**src/rtl/vga_timing_rx.sv**
```systemverilog
// vga_timing_rx
//   Recovers pixel coordinates and a data-enable from an incoming active-low
//   VGA sync pair. Line and frame lengths are measured continuously; a lock
//   FSM (UNLOCKED -> H_LOCKED -> V_ALIGN -> LOCKED) gates de so video is only
//   flagged once both horizontal and vertical timing have been confirmed.
//
// Ports
//   clk          pixel clock
//   reset        synchronous, active-high
//   hsync_in     horizontal sync, active low
//   vsync_in     vertical sync, active low
//   x, y         recovered column/row (0 when de=0)
//   de           visible pixel while locked
//   frame_start  one-cycle pulse on the first visible pixel of a frame
//   locked       lock FSM is in LOCKED
//   err          one-cycle pulse on a timing violation that drops lock state
//   h_meas       last measured line length (clocks)
//   v_meas       last measured frame length (lines)
//
// Build option
//   VGA_RX_SYNC2FF_EN : adds a 2-flop synchronizer (reset to 1) in front of
//   the input stage for sources asynchronous to clk. Adds 2 cycles latency.
module vga_timing_rx #(
  parameter int H_TOTAL    = 800,
  parameter int H_START    = 144,
  parameter int H_VISIBLE  = 640,
  parameter int V_TOTAL    = 525,
  parameter int V_START    = 35,
  parameter int V_VISIBLE  = 480,
  parameter int LOCK_LINES = 4
) (
  input  logic        clk,
  input  logic        reset,
  input  logic        hsync_in,
  input  logic        vsync_in,
  output logic [9:0]  x,
  output logic [9:0]  y,
  output logic        de,
  output logic        frame_start,
  output logic        locked,
  output logic        err,
  output logic [10:0] h_meas,
  output logic [10:0] v_meas
);

  localparam logic [1:0] ST_UNLOCKED = 2'd0;
  localparam logic [1:0] ST_H_LOCKED = 2'd1;
  localparam logic [1:0] ST_V_ALIGN  = 2'd2;
  localparam logic [1:0] ST_LOCKED   = 2'd3;

  localparam int CW = (LOCK_LINES < 2) ? 1 : $clog2(LOCK_LINES + 1);

  localparam logic [10:0] CNT_SAT = 11'h7FF;
  localparam logic [10:0] H_TOT   = 11'(H_TOTAL);
  localparam logic [10:0] V_TOT   = 11'(V_TOTAL);
  localparam logic [10:0] H_LO    = 11'(H_START);
  localparam logic [10:0] H_HI    = 11'(H_START + H_VISIBLE);
  localparam logic [10:0] V_LO    = 11'(V_START);
  localparam logic [10:0] V_HI    = 11'(V_START + V_VISIBLE);

  // ---------------- input stage ----------------
  logic hs_src, vs_src;

`ifdef VGA_RX_SYNC2FF_EN
  logic [1:0] hs_sync_q, vs_sync_q;
  always_ff @(posedge clk) begin
    if (reset) begin
      hs_sync_q <= 2'b11;
      vs_sync_q <= 2'b11;
    end else begin
      hs_sync_q <= {hs_sync_q[0], hsync_in};
      vs_sync_q <= {vs_sync_q[0], vsync_in};
    end
  end
  assign hs_src = hs_sync_q[1];
  assign vs_src = vs_sync_q[1];
`else
  assign hs_src = hsync_in;
  assign vs_src = vsync_in;
`endif

  // bit 1 = hsync, bit 0 = vsync
  logic [1:0] s1_q, s1_prev_q;
  always_ff @(posedge clk) begin
    if (reset) begin
      s1_q      <= 2'b11;
      s1_prev_q <= 2'b11;
    end else begin
      s1_q      <= {hs_src, vs_src};
      s1_prev_q <= s1_q;
    end
  end

  logic hfall, vfall;
  assign hfall = s1_prev_q[1] & ~s1_q[1];
  assign vfall = s1_prev_q[0] & ~s1_q[0];

  // ---------------- counters / measurement ----------------
  logic [10:0] hpos_q, hpos_d, vline_q, vline_d;
  logic [10:0] h_meas_q, h_meas_d, v_meas_q, v_meas_d;
  logic [10:0] hpos_inc, frame_len;
  logic        h_good, h_tmo, bad_line, frame_ok;

  assign hpos_inc  = hpos_q + 11'd1;
  assign h_good    = hfall && (hpos_inc == H_TOT);
  // Timeout fires on the step into saturation, so it flags only once.
  assign h_tmo     = !hfall && (hpos_q == CNT_SAT - 11'd1);
  assign bad_line  = (hfall && !h_good) || h_tmo;
  // A coincident hsync edge closes the last line of the frame as well.
  assign frame_len = hfall ? (vline_q + 11'd1) : vline_q;
  assign frame_ok  = (frame_len == V_TOT);

  always_comb begin
    hpos_d   = (hpos_q == CNT_SAT) ? CNT_SAT : hpos_inc;
    h_meas_d = h_meas_q;
    vline_d  = vline_q;
    v_meas_d = v_meas_q;
    if (hfall) begin
      hpos_d   = 11'd0;
      h_meas_d = hpos_inc;
      if (vline_q != CNT_SAT) vline_d = vline_q + 11'd1;
    end
    if (vfall) begin
      vline_d  = 11'd0;
      v_meas_d = frame_len;
    end
  end

  // ---------------- lock FSM ----------------
  logic [1:0]    state_q, state_d;
  logic [CW-1:0] good_cnt_q, good_cnt_d;
  logic          err_evt, err_evt_q;

  always_comb begin
    state_d    = state_q;
    good_cnt_d = good_cnt_q;
    err_evt    = 1'b0;
    case (state_q)
      ST_UNLOCKED: begin
        if (bad_line) good_cnt_d = '0;
        else if (h_good) begin
          if (good_cnt_q == CW'(LOCK_LINES - 1)) begin
            state_d    = ST_H_LOCKED;
            good_cnt_d = '0;
          end else begin
            good_cnt_d = good_cnt_q + 1'b1;
          end
        end
      end
      ST_H_LOCKED: begin
        if (bad_line) begin
          state_d = ST_UNLOCKED;
          err_evt = 1'b1;
        end else if (vfall) state_d = ST_V_ALIGN;
      end
      ST_V_ALIGN: begin
        if (bad_line) begin
          state_d = ST_UNLOCKED;
          err_evt = 1'b1;
        end else if (vfall && frame_ok) state_d = ST_LOCKED;
      end
      default: begin // ST_LOCKED
        if (bad_line) begin
          state_d = ST_UNLOCKED;
          err_evt = 1'b1;
        end else if (vfall && !frame_ok) begin
          state_d = ST_V_ALIGN;
          err_evt = 1'b1;
        end
      end
    endcase
  end

  // ---------------- output decode ----------------
  logic        de_d, fs_d;
  logic [10:0] hrel, vrel;
  logic [9:0]  x_d, y_d;

  assign hrel = hpos_q - H_LO;
  assign vrel = vline_q - V_LO;
  assign de_d = (state_q == ST_LOCKED) &&
                (hpos_q  >= H_LO) && (hpos_q  < H_HI) &&
                (vline_q >= V_LO) && (vline_q < V_HI);
  assign fs_d = de_d && (hpos_q == H_LO) && (vline_q == V_LO);
  assign x_d  = de_d ? hrel[9:0] : 10'd0;
  assign y_d  = de_d ? vrel[9:0] : 10'd0;

  logic [9:0] x_q, y_q;
  logic       de_q, fs_q, locked_q, err_q;

  always_ff @(posedge clk) begin
    if (reset) begin
      hpos_q     <= '0;
      vline_q    <= '0;
      h_meas_q   <= '0;
      v_meas_q   <= '0;
      state_q    <= ST_UNLOCKED;
      good_cnt_q <= '0;
      err_evt_q  <= 1'b0;
      x_q        <= '0;
      y_q        <= '0;
      de_q       <= 1'b0;
      fs_q       <= 1'b0;
      locked_q   <= 1'b0;
      err_q      <= 1'b0;
    end else begin
      hpos_q     <= hpos_d;
      vline_q    <= vline_d;
      h_meas_q   <= h_meas_d;
      v_meas_q   <= v_meas_d;
      state_q    <= state_d;
      good_cnt_q <= good_cnt_d;
      err_evt_q  <= err_evt;
      x_q        <= x_d;
      y_q        <= y_d;
      de_q       <= de_d;
      fs_q       <= fs_d;
      // Status follows the state register, so it trails a transition by one edge.
      locked_q   <= (state_q == ST_LOCKED);
      err_q      <= err_evt_q;
    end
  end

  assign x           = x_q;
  assign y           = y_q;
  assign de          = de_q;
  assign frame_start = fs_q;
  assign locked      = locked_q;
  assign err         = err_q;
  assign h_meas      = h_meas_q;
  assign v_meas      = v_meas_q;

endmodule

```
**config.mk**
```make
export PLATFORM = sky130hd
export DESIGN_NAME = vga_timing_rx
export DESIGN_NICKNAME = d
export VERILOG_FILES = /design/src/rtl/vga_timing_rx.sv
export SDC_FILE = /design/constraint.sdc
export NUM_CORES = 1
export LEC_CHECK = 0
export ABC_CLOCK_PERIOD_IN_PS = 8000
export CAP_MARGIN = 5
export CORE_UTILIZATION = 59
export CTS_CLUSTER_DIAMETER = 200
export DETAILED_ROUTE_END_ITERATION = 7
export PLACE_DENSITY_LB_ADDON = 0.1
export SLEW_MARGIN = 0
export SYNTH_ARGS = -nofsm -noshare
export SYNTH_HDL_FRONTEND = slang
export SYNTH_SLANG_ARGS = --single-unit
```
**constraint.sdc**
```tcl
create_clock -name clk -period 8 [get_ports clk]
set_input_delay 0.8 -clock clk [delete_from_list [all_inputs] [get_ports clk]]
set_output_delay 0.8 -clock clk [all_outputs]
set_load 0.01 [all_outputs]
```
-- Word-level counts from Yosys, hierarchy flattened
Index checks and enable logic that the tools add are counted.
- bits of input ports: 4
- register bits: 78
- output and inout port bits: 46
- logic and storage cells: 89
- muxes and demuxes: 19
- reduce and logical (&&, ||, !) cells: 25
- equal/unequal tests: 16
- add/subtract/negate cells: 5
- bitwise operators: 5
- magnitude comparators: 4
- operators with widths (kind ; number):
    adder 11 x 1 -> 11 bit, second input constant ; 2
    == test 11 x 10 -> 1 bit, second input constant ; 2
    == test 11 bit, second input constant ; 2
    less-than comparator 11 x 10 -> 1 bit, second input constant ; 2
    2-to-1 mux 11 bit ; 2
    2-to-1 mux 2 bit ; 9
    == test 11 x 6 -> 1 bit, second input constant ; 1
    == test 11 x 8 -> 1 bit, second input constant ; 1
    >= comparator 11 x 6 -> 1 bit, second input constant ; 1
    >= comparator 11 x 8 -> 1 bit, second input constant ; 1
    logical AND 1 bit ; 11
    inequality test 11 bit, second input constant ; 1
    subtractor 10 x 6 -> 10 bit, second input constant ; 1
    subtractor 10 x 8 -> 10 bit, second input constant ; 1
    2-to-1 mux 3 bit ; 3
    OR reduction 2 bit ; 4
    inequality test 2 bit, second input constant ; 3
    inequality test 3 bit, second input constant ; 2
    one-hot mux 2 bit (3 select lines) ; 1
    AND reduction 6 bit ; 1
    nonzero test 5 bit ; 1
    == test 2 bit, second input constant ; 2
    AND reduction 2 bit ; 2
    adder 3 x 1 -> 3 bit, second input constant ; 1
    other kinds (10) ; 17

-- Logic depth before layout (Yosys ltp)
- depth in word-level cells: 9
- mapped depth: 10
- depth with buffers taken out: 8

-- Worst setup path before layout
No wires, ideal clock.
- path kind: register to register
- start: reg vline_q[1]
- end: reg state_q[1]
- clock period less this slack: 2.513 ns
- buffers on the path: 2
- setup slack: 5.487 ns
- cell stages (with the launch flop): 11
- setup time: 0.074 ns
- data arrival time: 2.439 ns
- data required time: 7.926 ns
- path through: dfxtp_1 > ha_1 > buf_2 > and3_1 > buf_2 > nand4_1 > a2111oi_0 > o211ai_2 > mux2i_1 > or4_1 > a31oi_1
- word-level cells in the longest chain between the ends: 7
- elaborated cells between the ends (all ways): 9
- classes of those cells: 1 x add/sub; 2 x eq/ne; 1 x mux; 5 x reduce/logical
- ends and longest elaborated chain (element ; RTL line ; source):
    from (decl) ; 99 ; logic [10:0] hpos_q, hpos_d, vline_q, vline_d;
    from (signal assigned) ; 208 ; vline_q <= vline_d;
    adder 11 x 1 -> 11 bit ; 110 ; assign frame_len = hfall ? (vline_q + 11'd1) : vline_q;
    2-to-1 mux 11 bit * ; 110 ;
    == test 11 x 10 -> 1 bit * ; 111 ; assign frame_ok = (frame_len == V_TOT);
    logical NOT 1 bit ; 166 ; end else if (vfall && !frame_ok) begin
    logical AND 1 bit ; 166 ;
    nonzero test 5 bit (no line) ; -- ;
    AND reduction 6 bit (no line) * ; -- ;
    to (signal assigned) ; 211 ; state_q <= state_d;
    to (decl) ; 130 ; logic [1:0] state_q, state_d;
Mark *: on every way between the ends. The rest lies on a longest branch, timed or not.
A chain may end at the register's enable or synchronous reset.

-- Final worst setup path
- start: reg vline_q[0]
- end: reg state_q[1]
The elaborated chain is that of the path after synthesis.

==> impl_metrics.yaml <==
sta:
  finClkSkew_ns: 0.00902
  final_period_minus_worst_setup_slack_ns: 3.18
  tightestPinTransition_ns: 0.878
  pins_over_slew_limit: 0
  finalSetupTns_ns: 0
  setup_viol: 0
  worst_hold_slack_ns: 0.440
  post-route-period-util: 0.397
  timing.max_slew.rel_slack: 0.413
  maxClockFrequency_ghz: 0.315
  timing_hold_violations_final: 0
  grt_setup_unrepaired: "no"
floorplanning:
  floorplan.die.height_um: 80.4
  placementRows: 28
  initial_utilization: 0.612
  floorplan.io_pins: 50
  die_area_mm2: 0.00646
  floorplan.core_area_mm2: 0.00592
  die_x_um: 80.4
route:
  via_per_inst: 5.67
  drc_violation_count_after_routing: 0
  drt-initial-drc-count: 136
  ant_nets: 0
  wl_per_cell_um: 14.4
  route.vias.total: 3060
  postRouteWirelength_um: 7780
  dr.pass1.iters: 4
layout:
  layoutNonFillerInstCount: 540
  finish.net_count: 476
  final_layout_size_suffix_gt1_frac: 0.0559
  most-common-layout-cells: "dfxtp_1 (78), nor2_1 (66), clkdlybuf4s50_1 (49), nand2_1 (33), a21oi_1 (24)"
  fin_area_mm2: 0.00424
  final_core_utilization: 0.716
  num_antenna_cells: 0
  final_common_cell: "dfxtp_1"
  areaGrowthSynthToFinish_pct: 17.1
run_status:
  status: "completed"
synth:
  synth_area_leader_cell: "dfxtp_1"
  area_share_of_the_leading_cell_type_in_the_synthesized_netlist: 0.431
  synth.lib_cells_used.distinct: 53
  yosys_warnings: 0
  synthesis.area_mm2: 0.00362
  synth_async_sr_flop_share: 0
  synthCells: 431
  synth_area_per_cell_um2: 8.41
  seq_area_frac_synth: 0.431
  synth-main-ff-cell: "dfxtp_1"
  syn-num-nets: 447
  number_of_enable_flip_flop_cells_after_synthesis: 0
  synth_seq_cells: 78
  yosys-top-cells-area: "dfxtp_1 (43%), nor2_1 (6.8%), xnor2_1 (5.6%)"
global_route:
  grt.total_usage: 0.260
  antenna_found_initial: 0
  grt_pass1_wl_um: 12800
  first_global_vias: 2758
  grt-ovfl-total: 0
  grt_start_max_net_pins: 32
worst_setup_path:
  path_class: "flop to flop"
  cpMaxStageDelayCell: "a2111oi_0"
  worst_setup_path_end_kind: "flop"
  ordered_cell_list_for_the_critical_path: "ha_1 -> and3_1 -> nand4_1 -> a2111oi_0 -> o211ai_2 -> mux2i_1 -> or4_1 -> a31oi_1"
  crit_buf_inv: 0
  cp_max_fo: 9
  max_stage_delay_ns: 0.63
  cp_top_family: "compound AO/OA/AOI/OAI gates"
  required_ns: 8.27
  worstSetupStartpointType: "flop"
  arrival_ns: 3.44
power_and_ir_drop:
  vdd_ir_drop_max_mv: 0.117
  power.static_leakage_nw: 1.56
  power.density_cell_area_mw_per_mm2: 177
cts:
  cts.htree.levels: 3
  worst_skew_pair.late_latency_ns: 0.35
  clock_path_buffers: 2
  post_cts.repair.setup_buffers: 0
  numClockSinks: 78
  post_cts.resized_instances: 0
  cts_buffer_count: 9
  hold_buffers: 0
  clk_pin_slew_ns: 0.08
  cts_root_buffer: "clkbuf_8"
  cts_tree: "yes"
place:
  hpwlAfterDp_um: 5450
  placement.io_buffers: 49
  detailed_place.area_mm2: 0.00407
  dpl.cell_count: 524
  place_congestion: 0.887
min_path:
  min_path_type: "flop to flop"
flow_run:
  maxCapViolations: 0
power breakdown:
part	switching [W]	leakage [nW]	internal (W)
clock	0.000141	0.0861	0.000120
sequential	0.0000101	0.632	0.000398
combinational	0.0000480	0.841	0.0000350
total	0.000199	1.56	0.000553
worst paths after layout:
kind / depth (start not counted) / from / endpoint / slack (ns)
max: 8 / vline_q[0] / state_q[1] / 4.82
min: 1 / err_evt_q / err / 0.44
max reg2reg: 8 / vline_q[0] / state_q[1] / 4.82
min reg2reg: 1 / err_evt_q / err / 0.44
cell families (layout without fill, tap and decap cells):
group / count (synthesis) / after routing / synth area share
mux: 2 / 2 / 0.00690
flops: 78 / 78 / 0.431
xor+xnor: 33 / 33 / 0.0798
simple gates: 178 / 178 / 0.248
buf+inv: 50 / 84 / 0.0587
fa+ha+maj: 12 / 12 / 0.0414
compound gates: 78 / 78 / 0.134
cells in the mapped netlist, types with 4 or more instances:
library cell,number
dfxtp_1,78
nand3_1,9
nor2b_1,4
or2_2,4
or3_1,7
clkbuf_1,18
xor2_1,10
a31oi_1,5
buf_2,8
nor3_1,9
ha_1,12
nor2_1,66
nand3b_1,4
nand2b_1,7
buf_1,4
nor4_1,5
xnor2_1,23
o21ai_0,19
nand4_1,10
a21oi_1,24
inv_1,17
nand2_1,33
a211oi_1,11
routing by layer:
layer | track usage | up-vias | wire length, um
li1 | - | 1532 | -
met1 | 0.306 | 1421 | 3410
met2 | 0.455 | 89 | 3860
met3 | 0.0568 | 18 | 345
met4 | 0.102 | 0 | 170
met5 | 0 | - | 0
worst register-to-register path, delay by kind of cell (launching register included):
family	cells	cell delay [ns]
simple gates	3	0.93
fa+ha+maj	1	0.39
flops	1	0.52
mux	1	0.20
compound gates	3	1.05
per-stage QoR:
step	total power (W)	setup WS [ns]
2_1_floorplan	0.000472	5.49
3_3_place_gp	0.000494	5.05
3_5_place_dp	0.000497	4.88
4_1_cts	0.000754	4.87
5_1_grt	0.000785	4.61
6_report	0.000752	4.82
registers in the layout, indices dropped and copies added (netlist names), 2 cells and up:
register,cells
good_cnt_q,3
h_meas,11
hpos_q,11
s1_prev_q,2
s1_q,2
state_q,2
v_meas,11
vline_q,11
x,10
y,10
final cells by class:
class	instances	area, um^2
Timing Repair Buffer	51	505
Sequential cell	78	1560
Clock buffer	12	145
Fill cell	475	1680
Clock inverter	4	22.5
Multi-Input combinational cell	303	1850
Inverter	17	63.8
Tap cell	75	93.8
Note: power is estimated with default switching activity, not from simulation.
